File: src/rtl/mux2_arbiter_if.sv
// Handshake bundle for the two-source packet arbiter:
// two valid/ready/last sources and one registered sink.
interface mux2_arbiter_if #(
  parameter int WIDTH = 8
);
  logic             in0_valid;
  logic [WIDTH-1:0] in0_data;
  logic             in0_last;
  logic             in0_ready;
  logic             in1_valid;
  logic [WIDTH-1:0] in1_data;
  logic             in1_last;
  logic             in1_ready;
  logic             out_valid;
  logic [WIDTH-1:0] out_data;
  logic             out_last;
  logic             out_ready;

  modport slave (
    input  in0_valid, in0_data, in0_last,
    output in0_ready,
    input  in1_valid, in1_data, in1_last,
    output in1_ready,
    output out_valid, out_data, out_last,
    input  out_ready
  );

  modport master (
    output in0_valid, in0_data, in0_last,
    input  in0_ready,
    output in1_valid, in1_data, in1_last,
    input  in1_ready,
    input  out_valid, out_data, out_last,
    output out_ready
  );
endinterface

File: src/rtl/mux2_arbiter.sv
// Two-source packet arbiter: round-robin on ties, grant locked
// for a whole packet, single registered output stage.
module mux2_arbiter #(
  parameter int WIDTH = 8
) (
  input  logic           clk,
  input  logic           rst_n,
  mux2_arbiter_if.slave  bus,
  output logic           sel,
  output logic           busy
);
  typedef enum logic [1:0] {
    IDLE   = 2'd0,
    GRANT0 = 2'd1,
    GRANT1 = 2'd2
  } state_t;

  state_t           r_state;
  state_t           w_next;
  logic             r_ptr;
  logic             r_out_valid;
  logic             r_out_last;
  logic [WIDTH-1:0] r_out_data;
  logic             w_room;
  logic             w_xfer0;
  logic             w_xfer1;
  logic             w_done;

  assign w_room = !r_out_valid || bus.out_ready;

  // Gated by rst_n so no source sees a handshake while in reset.
  assign bus.in0_ready = rst_n && (r_state == GRANT0) && w_room;
  assign bus.in1_ready = rst_n && (r_state == GRANT1) && w_room;

  assign w_xfer0 = bus.in0_valid && bus.in0_ready;
  assign w_xfer1 = bus.in1_valid && bus.in1_ready;
  assign w_done  = (w_xfer0 && bus.in0_last)
                || (w_xfer1 && bus.in1_last);

  assign busy = rst_n && (r_state != IDLE);
  assign sel  = rst_n && (r_state == GRANT1);

  assign bus.out_valid = r_out_valid;
  assign bus.out_data  = r_out_data;
  assign bus.out_last  = r_out_last;

  always_comb begin
    w_next = r_state;
    unique case (r_state)
      IDLE: begin
        if (bus.in0_valid && bus.in1_valid)
          w_next = r_ptr ? GRANT1 : GRANT0;
        else if (bus.in0_valid)
          w_next = GRANT0;
        else if (bus.in1_valid)
          w_next = GRANT1;
      end
      GRANT0, GRANT1: begin
        if (w_done)
          w_next = IDLE;
      end
      default: w_next = IDLE;
    endcase
  end

  always_ff @(posedge clk) begin
    if (!rst_n) begin
      r_state     <= IDLE;
      r_ptr       <= 1'b0;
      r_out_valid <= 1'b0;
      r_out_data  <= '0;
      r_out_last  <= 1'b0;
    end else begin
      r_state <= w_next;
      if (w_xfer0 && bus.in0_last)
        r_ptr <= 1'b1;
      else if (w_xfer1 && bus.in1_last)
        r_ptr <= 1'b0;
      if (w_xfer0) begin
        r_out_valid <= 1'b1;
        r_out_data  <= bus.in0_data;
        r_out_last  <= bus.in0_last;
      end else if (w_xfer1) begin
        r_out_valid <= 1'b1;
        r_out_data  <= bus.in1_data;
        r_out_last  <= bus.in1_last;
      end else if (bus.out_ready) begin
        r_out_valid <= 1'b0;
      end
    end
  end
endmodule

File: src/flat_wrapper.sv
// flat-port wrapper written by rule: the top's interface ports become plain ports
module mux2_arbiter_flat 
#(
  parameter int WIDTH = 8
)
  (clk, rst_n, sel, busy, bus_in0_valid, bus_in0_data, bus_in0_last, bus_in0_ready, bus_in1_valid, bus_in1_data, bus_in1_last, bus_in1_ready, bus_out_valid, bus_out_data, bus_out_last, bus_out_ready);
  mux2_arbiter_if #(.WIDTH(WIDTH)) bus_i ();
  input  logic clk;
  input  logic rst_n;
  output logic sel;
  output logic busy;
  input wire logic [$bits(bus_i.in0_valid)-1:0] bus_in0_valid;
  input wire logic [$bits(bus_i.in0_data)-1:0] bus_in0_data;
  input wire logic [$bits(bus_i.in0_last)-1:0] bus_in0_last;
  output wire logic [$bits(bus_i.in0_ready)-1:0] bus_in0_ready;
  input wire logic [$bits(bus_i.in1_valid)-1:0] bus_in1_valid;
  input wire logic [$bits(bus_i.in1_data)-1:0] bus_in1_data;
  input wire logic [$bits(bus_i.in1_last)-1:0] bus_in1_last;
  output wire logic [$bits(bus_i.in1_ready)-1:0] bus_in1_ready;
  output wire logic [$bits(bus_i.out_valid)-1:0] bus_out_valid;
  output wire logic [$bits(bus_i.out_data)-1:0] bus_out_data;
  output wire logic [$bits(bus_i.out_last)-1:0] bus_out_last;
  input wire logic [$bits(bus_i.out_ready)-1:0] bus_out_ready;
  assign bus_i.in0_valid = bus_in0_valid;
  assign bus_i.in0_data = bus_in0_data;
  assign bus_i.in0_last = bus_in0_last;
  assign bus_in0_ready = bus_i.in0_ready;
  assign bus_i.in1_valid = bus_in1_valid;
  assign bus_i.in1_data = bus_in1_data;
  assign bus_i.in1_last = bus_in1_last;
  assign bus_in1_ready = bus_i.in1_ready;
  assign bus_out_valid = bus_i.out_valid;
  assign bus_out_data = bus_i.out_data;
  assign bus_out_last = bus_i.out_last;
  assign bus_i.out_ready = bus_out_ready;
  mux2_arbiter #(.WIDTH(WIDTH)) u_core (.clk(clk), .rst_n(rst_n), .bus(bus_i), .sel(sel), .busy(busy));
endmodule
File: config.mk
export PLATFORM = sky130hd
export DESIGN_NAME = mux2_arbiter_flat
export DESIGN_NICKNAME = d
export VERILOG_FILES = /design/src/rtl/mux2_arbiter_if.sv /design/src/rtl/mux2_arbiter.sv /design/src/flat_wrapper.sv
export SDC_FILE = /design/constraint.sdc
export NUM_CORES = 1
export LEC_CHECK = 0
export BUFFER_PORTS_ARGS = -buffer_cell sky130_fd_sc_hd__buf_4
export CAP_MARGIN = 20
export CELL_PAD_IN_SITES_DETAIL_PLACEMENT = 0
export CELL_PAD_IN_SITES_GLOBAL_PLACEMENT = 2
export CORE_MARGIN = 1
export CORE_UTILIZATION = 25
export DETAILED_ROUTE_END_ITERATION = 7
export PLACE_DENSITY_LB_ADDON = 0.1
export SLEW_MARGIN = 30
export SYNTH_ARGS = -nofsm -noshare
export SYNTH_HDL_FRONTEND = slang
export SYNTH_SLANG_ARGS = --single-unit
File: constraint.sdc
create_clock -name clk -period 2.55 [get_ports clk]
set_input_delay 0.255 -clock clk [delete_from_list [all_inputs] [get_ports clk]]
set_output_delay 0.255 -clock clk [all_outputs]
set_load 0.02 [all_outputs]
==> metrics.txt, run 1 <==
fmax about 630 MHz; worst path arrival time 1.33 ns; area leader, netlist dfxtp_1; share of cells above drive strength 1 0.422; Slew @ Worst Pin around 0.48 ns; vias per cell 4.73; final core utilization 0.393; gr usage total 0.125; status finished clean; die height roughly 55 um; Cell variety after synth 24; CTS tree yes; # hold bufs at CTS 0; routed length on met3 124 um; Overflow after GRT 0; Die X 55.3 um; post-detail-place hpwl around 1300 um; met2 wire len about 800 um; largest net degree at the start of global routing 20; Fillers between 200 and 300; maximum vdd drop 0.237 mV; top routing layer in use met4; CTS H-Tree Depth 1; # Max-Cap Violations 0; number of synthesized flops with an enable pin 0; critical path endpoint category output pin; TritonCTS Buffers 3; min-delay worst type in2reg; WL met1 roughly 830 um; Initial Util 0.276; 1st-iter DRT viols 4; FF+latch count, synth 13; DR vias between 600 and 700; vias in the first global route 644; Post-Synthesis Mean Instance Area approximately 9.9 um^2; Fin. Hold Viols 0; Worst Skew 0.00101 ns; RSZ-0062 raised after global routing false; DRC Markers 0; core footprint between 2000 and 3000 um^2; top area cells in the synthesized netlist dfxtp_1 37%, mux2i_1 11%, a211oi_1 8.5%; input/output buffers 36; antenna-violating nets left 0; initial antenna violation count 0; post-cts gate resize count 0; first-pass GRT wire length around 3000 um; post-CTS setup buffer count 0; Final period util 0.623; clock sinks 13; # diodes 0; Slew headroom 0.678; Detailed Route WL between 1500 and 2000 um; Total Die Area roughly 3100 um^2; Slew Limit Fails 0; Main synth FF type dfxtp_1; CP Launch Type flop; Area Overhead vs Synth 42.3%; Leak Pwr between 0.0004 and 0.0005 uW; setup tns final 0 ns; GP Congestion 0.770; register area between 200 and 300 um^2; Worst EP required approximately 2.3 ns; Placement Rows 18; CTS root buffer clkbuf_4; share of the synthesized area in the top cell type 0.367; Mapped Cells 72; multi-input logic area roughly 400 um^2; First-pass DRT Iterations 3; CTS Buffer Depth 2; Top Ports 37; setup violators final 0; Async SR Flop Fraction 0; WS Path Type reg2out; Reg clk slew, reported paths about 0.09 ns; yosys warns 0; Syn Nets a little under 100; minimum clock period about 1.6 ns; post-synthesis sequential area ratio 0.367; Nets between 100 and 150; crit-path max FO 4; P per Cell Area approximately 520 nW/um^2; WL per Instance 12.8 um; Mapped Area slightly above 700 um^2; Clock Latency Late Sink around 0.28 ns
==> cell families (layout without fill, tap and decap cells) <==
kind of cell,count (synthesis),count (layout),synth area share
buffers and inverters,8,45,0.0758
adders and majority gates,3,3,0.0529
and+or+nand+nor,24,24,0.219
DFF,13,13,0.367
muxes,8,8,0.113
AOI/OAI and AO/OA,16,16,0.173
==> metal layers <==
layer / vias to the layer above / GRT usage
met3: 4 / 0.0375
li1: 337 / -
met4: 0 / 0.0750
met1: 295 / 0.161
met5: - / 0
met2: 22 / 0.181
==> placed cells by master (no fill, tap or decap), types with 2 or more instances in the layout <==
| cell | count |
|---|---|
| a211oi_1 | 8 |
| and2_1 | 2 |
| and2_4 | 2 |
| buf_4 | 36 |
| clkbuf_4 | 3 |
| dfxtp_1 | 13 |
| ha_1 | 3 |
| inv_1 | 5 |
| mux2i_1 | 8 |
| nand2_1 | 3 |
| nand3_4 | 2 |
| nor2_1 | 11 |
| o32ai_1 | 2 |
==> synthesized netlist by cell type (all sizes together) (2+ instances only) <==
cell and instances:
buf 2, and2 4, nand2 3, nand4 2, ha 3, o32ai 2
mux2i 8, a211oi 8, inv 5, nor2 11, dfxtp 13, nand3 3
==> registers in the layout (all words and copies together) (netlist names) <==
| signal | count |
|---|---|
| u_core.bus.out_data | 8 |
| u_core.bus.out_last | 1 |
| u_core.bus.out_valid | 1 |
| u_core.r_ptr | 1 |
| u_core.r_state | 2 |
==> cell type report <==
| cell class | instances | area share |
|---|---|---|
| sequential | 13 | 0.258 |
| clock inverter | 1 | 0.00496 |
| tap | 30 | 0.0372 |
| clock buffer | 3 | 0.0223 |
| multi-input combinational | 51 | 0.392 |
| timing repair buffer | 36 | 0.268 |
| inverter | 5 | 0.0186 |
==> worst max-delay path, stage by stage (launching register included) <==
cell and delay (ns):
dfxtp_1 0.34, inv_1 0.08, ha_1 0.20, and2_4 0.15
and2_1 0.13, buf_4 0.15
==> stage by stage <==
step | total power [uW] | instance area [um^2] | hold WS, ns | worst slack, ns | instances
2_1_floorplan | 329 | 709 | 0.411 | 1.22 | 72
3_3_place_gp | 395 | 982 | 0.474 | 1.15 | 135
3_5_place_dp | 396 | 982 | 0.476 | 1.13 | 135
4_1_cts | 533 | 1010 | 0.247 | 0.954 | 139
5_1_grt | 557 | 1010 | 0.242 | 0.888 | 139
6_report | 523 | 1010 | 0.263 | 0.961 | 139
==> power breakdown <==
part / switching (uW) / leakage [uW] / internal, uW / total [uW]
Sequential: 9.40 / 0.000106 / 220 / 230
Clock: 75.6 / 0.0000177 / 58.2 / 134
Combinational: 80.5 / 0.000372 / 79.6 / 160
==> final timing paths <==
check,start,to,slack (ns),depth (start not counted)
setup reg to reg,u_core.r_state[0],u_core.r_state[0],1.14,6
hold / removal,bus_in0_data[6],u_core.bus.out_data[6],0.26,3
hold reg to reg,u_core.r_ptr,u_core.r_ptr,0.49,2
setup / recovery,u_core.r_state[0],bus_in1_ready,0.96,5
(Power assumes the default switching activity.)
==> run 2: changes to the inputs <==
--- a/config.mk
+++ b/config.mk
@@ -10,7 +10,7 @@
 export CELL_PAD_IN_SITES_DETAIL_PLACEMENT = 0
 export CELL_PAD_IN_SITES_GLOBAL_PLACEMENT = 2
 export CORE_MARGIN = 1
-export CORE_UTILIZATION = 25
+export CORE_UTILIZATION = 24
 export DETAILED_ROUTE_END_ITERATION = 7
 export PLACE_DENSITY_LB_ADDON = 0.1
 export SLEW_MARGIN = 30
==> constraint.sdc (replaced) <==
create_clock -name clk -period 1.5 [get_ports clk]
set_input_delay 0.15 -clock clk [delete_from_list [all_inputs] [get_ports clk]]
set_output_delay 0.15 -clock clk [all_outputs]
set_load 0.02 [all_outputs]
==> run 2 against run 1 <==
Total power rose by 75%. Sequential share of layout area fell by 0.86 points. First-iteration DRC count rose to 3.0 times the previous value. Global-route usage barely moved. Worst hold slack got worse by 0.12 ns. Die area rose by 4.0%. Non-clock buffer count rose by 3. Count of clock-buffer cells in the layout rose by 1. Sequential power rose by 71%. Critical endpoint unchanged. Largest power group unchanged.
==> metrics.txt, run 2 (same netlist as run 1, synthesis figures left out) <==
status finished clean; Slew headroom 0.830 (+0.152); core footprint 2780 um^2 (+8.3%); CTS H-Tree Depth 1 (unchanged); fmax just under 700 MHz; P per Cell Area 870 nW/um^2 (+68%); final core utilization 0.379 (-0.0141); maximum vdd drop 0.540 mV (+130%); worst path arrival time 1.30 ns (-0.03 ns); hold depth 3 (unchanged); most frequent cells in the layout 39 x buf_4, 11 x nor2_1, 11 x dfxtp_1, 8 x mux2i_1, 8 x a211oi_1; worst reg-to-reg path cell count 6 (unchanged); crit-path max FO 5 (+1); critical path endpoint category output pin; share of cells above drive strength 1 0.487 (+0.0647); Fillers 304 (+11%); post-detail-place hpwl 1310 um (+1.7%); First-pass DRT Iterations 6 (+3); minimum clock period between 1 and 1.5 ns; # diodes 0 (unchanged); worst r2r src u_core.r_state[0]; Nets 140 (+2.9%); Leak Pwr 0.000508 uW (+2.5%); Slew Limit Fails 0 (unchanged); Area Overhead vs Synth 48.7%; crit-path cells inv_2 -> ha_2 -> and2_4 -> and2_1 -> buf_4; CTS root buffer clkbuf_4; Worst EP required 1.35 ns (-0.95 ns); Setup WS post-layout 0.0497 ns (-0.911 ns); Slew @ Worst Pin 0.254 ns (-0.228 ns); CTS tree yes; clock sinks 13 (unchanged); multi-input logic area 415 um^2 (+5.1%); min-delay worst type in2reg; Placement Rows 19 (+1); CP Launch Type flop; WS Path Type reg2out; setup slack, reg-to-reg 0.06 ns (-1.08 ns); r2r endpoint u_core.r_state[1]; pre-CTS WS 0.0667 ns (-1.07 ns); input/output buffers 36 (unchanged); RSZ-0062 raised after global routing true; first-pass GRT wire length 3040 um (+2.1%); Overflow after GRT 0 (unchanged); placed cell area 991 um^2 (+0.89%); largest net degree at the start of global routing 20 (unchanged); antenna-violating nets left 0 (unchanged); slowest CP cell dfxtp_2; commonest non-fill, non-tap cell in the layout buf_4; hold_sp bus_in0_data[5]; Clock Latency Late Sink 0.29 ns (about the same); register area 263 um^2 (+0.96%); Hold Path End u_core.bus.out_data[5]; setup violators final 0 (unchanged); Final period util 0.967; hold_ws 0.142 ns (-0.122 ns); Die X 56.4 um (+2.0%); Initial Util 0.255 (-0.0213); gr usage total 0.124 (-0.000293); # hold bufs at CTS 0 (unchanged); 1st-iter DRT viols 12 (+8); vias per cell 4.89 (+3.3%); Top Ports 37 (unchanged); Total Die Area 3180 um^2 (+4.0%); Post-Layout Inst Area 1050 um^2 (+4.5%); TritonCTS Buffers 3 (unchanged); die height 56.4 um (+2.0%); GP Congestion 0.725 (-5.9%); # Max-Cap Violations 0 (unchanged); CTS Buffer Depth 2 (unchanged); Power Total 917 uW (+75%); vias in the first global route 657 (+2.0%); Reg clk slew, reported paths 0.09 ns (about the same); Worst Skew 0.00412 ns (+0.00311 ns); Fin. Hold Viols 0 (unchanged); Detailed Route WL 1870 um (+4.8%); WL per Instance 13.0 um (+1.2%); Largest register FFs 8 (unchanged); Critical Path Max Stage Delay 0.35 ns (about the same); initial antenna violation count 0 (unchanged); DR vias 704 (+7.0%); Crit. Startpoint u_core.r_state[0]; DRC Markers 0 (unchanged)
==> run 2: cell count changes in the layout (fill, tap and decap cells not counted), moves of 2 or more <==
cell / change
buf_4: +3
inv_2: +2
dfxtp_2: +2
inv_1: -2
dfxtp_1: -2
==> run 2: worst max path at each step <==
stage,to,depth (start not counted)
finish,bus_in1_ready,5
global route,bus_in1_ready,5
CTS,bus_in1_ready,5
detailed placement,u_core.bus.out_data[5],6
global placement,u_core.bus.out_data[0],6
floorplan,u_core.bus.out_data[0],7
==> run 2: cell type report <==
class                   count  area share
clock buffers               4      0.0249
inverters                   5      0.0178
multi-input cells          52       0.394
flip-flops and latches     13       0.249
well taps                  31      0.0368
repair buffers             39       0.278
==> run 2: layer usage <==
layer,part of all wire,track usage,vias to the layer above
met5,0,0,-
met4,0.011,0.0314,0
met3,0.066,0.0484,5
met2,0.48,0.207,27
met1,0.44,0.149,323
li1,-,-,349
==> run 2: power by group <==
part	switching [uW]	internal, uW
Sequential	16.6	376
Clock	131	104
Combinational	144	147
Total	291	626
==> run 2: critical path, delay by kind of cell, from the launching register on <==
family | cells | cell delay (ns)
flops | 1 | 0.35
simple gates | 2 | 0.30
buf+inv | 2 | 0.20
fa+ha+maj | 1 | 0.17
==> run 2: what timing repair did <==
action | 4_1_cts | 5_1_grt
setup buffers | 0 | 2
gates cloned | 0 | 1
setup endpoints to repair | 1 | 12
resized for setup | 1 | 5
pin swaps | 0 | 3
==> run 2: metrics by stage <==
step	TNS [ns]	cells
2_1_floorplan	0	72
3_3_place_gp	0	137
3_5_place_dp	0	137
4_1_cts	0	141
5_1_grt	-0.0381	144
6_report	0	144
==> run 3: changes to the inputs <==
--- a/config.mk
+++ b/config.mk
@@ -5,13 +5,13 @@
 export SDC_FILE = /design/constraint.sdc
 export NUM_CORES = 1
 export LEC_CHECK = 0
-export BUFFER_PORTS_ARGS = -buffer_cell sky130_fd_sc_hd__buf_4
 export CAP_MARGIN = 20
 export CELL_PAD_IN_SITES_DETAIL_PLACEMENT = 0
 export CELL_PAD_IN_SITES_GLOBAL_PLACEMENT = 2
 export CORE_MARGIN = 1
-export CORE_UTILIZATION = 24
+export CORE_UTILIZATION = 25
 export DETAILED_ROUTE_END_ITERATION = 7
+export DONT_BUFFER_PORTS = 1
 export PLACE_DENSITY_LB_ADDON = 0.1
 export SLEW_MARGIN = 30
 export SYNTH_ARGS = -nofsm -noshare
==> run 3 against run 2 <==
Sequential power is 5.3% higher. First-iteration DRC count decreased by 42%. Wire length shrank 12%. Die area fell by 3.9%. Flip-flop and latch count is the same. Combinational power shrank 44%. Global-route usage is 1.6 points lower. Worst hold slack lost 0.098 ns. Worst setup slack improved by 0.0086 ns. Non-clock buffer count down 37. Final cell count fell by 26%. Sequential share of layout area grew 9.1 points. Critical endpoint is now u_core.r_state[1]. Largest power group unchanged.
==> metrics.txt, run 3 (same netlist as run 1, synthesis figures left out) <==
First-pass DRT Iterations 3 (-3); # Max-Cap Violations 0 (unchanged); Nets 103 (-26%); GP Congestion 0.686 (-5.5%); Die X 55.3 um (-2.0%); initial antenna violation count 0 (unchanged); gr usage total 0.108 (-0.0159); setup slack, reg-to-reg 0.06 ns (about the same); pre-CTS WS 0.0358 ns (-0.0309 ns); first-pass GRT wire length 2550 um (-16%); Top Ports 37 (unchanged); P per Cell Area 1040 nW/um^2 (+19%); status finished clean; Largest register FFs 8 (unchanged); register area 260 um^2 (-0.95%); slowest CP cell dfxtp_1; worst path arrival time 1.59 ns (+0.29 ns); 1st-iter DRT viols 7 (-5); DR vias 543 (-23%); WL per Instance 15.5 um (+19%); commonest non-fill, non-tap cell in the layout dfxtp_1; Setup WS post-layout 0.0583 ns (+0.00860 ns); # placed instances 100 (-27%); Final period util 0.961 (-0.00573); CTS root buffer clkbuf_4; setup violators final 0 (unchanged); Worst Skew 0.000828 ns (-0.00329 ns); hold_sp bus_in0_valid; Detailed Route WL 1650 um (-12%); Reg clk slew, reported paths 0.08 ns (about the same); # diodes 0 (unchanged); crit-path cells inv_1 -> ha_1 -> and2_4 -> nand4_2 -> a32oi_1 -> o32ai_1; placed cell area 719 um^2 (-27%); TritonCTS Buffers 3 (unchanged); post-detail-place hpwl 1170 um (-11%); RSZ-0062 raised after global routing true; WS Path Type reg2reg; largest net degree at the start of global routing 20 (unchanged); CTS tree yes; Worst EP required 1.65 ns (+0.30 ns); Total Die Area 3050 um^2 (-3.9%); Overflow after GRT 0 (unchanged); Fillers 287 (-5.6%); family with the most delay on the worst path simple AND/OR/NAND/NOR gates; Area Overhead vs Synth 7.94%; DRC Markers 0 (unchanged); minimum clock period 1.44 ns (-0.00860 ns); share of cells above drive strength 1 0.184 (-0.303); Final Non-Filler Cells 106 (-26%); Initial Util 0.276 (+0.0213); Post-Layout Inst Area 766 um^2 (-27%); Fin. Hold Viols 0 (unchanged); CTS Buffer Depth 2 (unchanged); die height 55.3 um (-2.0%); CTS H-Tree Depth 1 (unchanged); worst r2r src u_core.r_state[0]; maximum vdd drop 0.370 mV (-32%); Crit. Startpoint u_core.r_state[0]; Placement Rows 18 (-1); core footprint 2570 um^2 (-7.7%); multi-input logic area 407 um^2 (-2.1%); antenna-violating nets left 0 (unchanged); Slew headroom 0.684 (-0.146); Slew Limit Fails 0 (unchanged); vias per cell 5.12 (+4.8%); Leak Pwr 0.000325 uW (-36%); fmax 694 MHz (+0.60%); clock sinks 13 (unchanged); min-delay worst type in2reg; crit-path max FO 5 (unchanged); Critical Path Max Stage Delay 0.32 ns (-0.03 ns); Clock Latency Late Sink 0.27 ns (-0.02 ns); most frequent cells in the layout 13 x dfxtp_1, 11 x nor2_1, 8 x mux2i_1, 8 x a211oi_1, 5 x inv_1; critical path endpoint category flop; WP buf/inv 1 (-1); vias in the first global route 536 (-18%); CP Launch Type flop; Slew @ Worst Pin 0.473 ns (+0.219 ns); final core utilization 0.298 (-0.0810); input/output buffers 0 (-100%)
-- run 3: cell count changes in the layout (fill, tap and decap cells not counted), moves of 2 or more --
cell | before | now
buf_4 | 39 | 2
dfxtp_1 | 11 | 13
dfxtp_2 | 2 | 0
inv_1 | 3 | 5
inv_2 | 2 | 0
-- run 3: final timing paths --
check / depth (start not counted) / end
max: 6 / u_core.r_state[1]
max reg2reg: 6 / u_core.r_state[1]
min reg2reg: 2 / u_core.r_ptr
min: 2 / u_core.r_state[0]
-- run 3: area by class of cell --
class	instances	share of cell area
Timing Repair Buffer	2	0.0196
Tap cell	30	0.0490
Clock inverter	1	0.00654
Multi-Input combinational cell	52	0.531
Inverter	5	0.0245
Clock buffer	3	0.0294
Sequential cell	13	0.340
-- run 3: metal layers --
| metal | part of all wire | track usage |
|---|---|---|
| met5 | 0 | 0 |
| met4 | 0.0091 | 0.0536 |
| met3 | 0.086 | 0.0492 |
| met2 | 0.45 | 0.164 |
| met1 | 0.46 | 0.129 |
-- run 3: through the flow --
step           TNS [ns]  hold slack, ns  total power, uW
2_1_floorplan         0           0.306              560
3_3_place_gp          0           0.337              586
3_5_place_dp          0           0.341              584
4_1_cts               0          0.0338              813
5_1_grt          -0.116          0.0298              852
6_report              0          0.0435              794
-- run 3: timing repair --
item / in CTS / in global routing
gates resized for setup: 0 / 1
endpoints found under the setup margin: 0 / 13
hold buffers: 0 / 0
buffers inserted: 0 / 1
-- run 3: worst reg2reg max path, cell delays in order, from the launching register on --
cell and delay, ns:
dfxtp_1 0.32, inv_1 0.09, ha_1 0.15, and2_4 0.21, nand4_2 0.17, a32oi_1 0.27
o32ai_1 0.11
-- run 3: where the power goes --
group / total [uW] / internal [uW] / switching [uW]
clock network: 218 / 98.8 / 119
registers: 414 / 374 / 40.1
logic: 161 / 68.1 / 93.0
total: 794 / 541 / 253
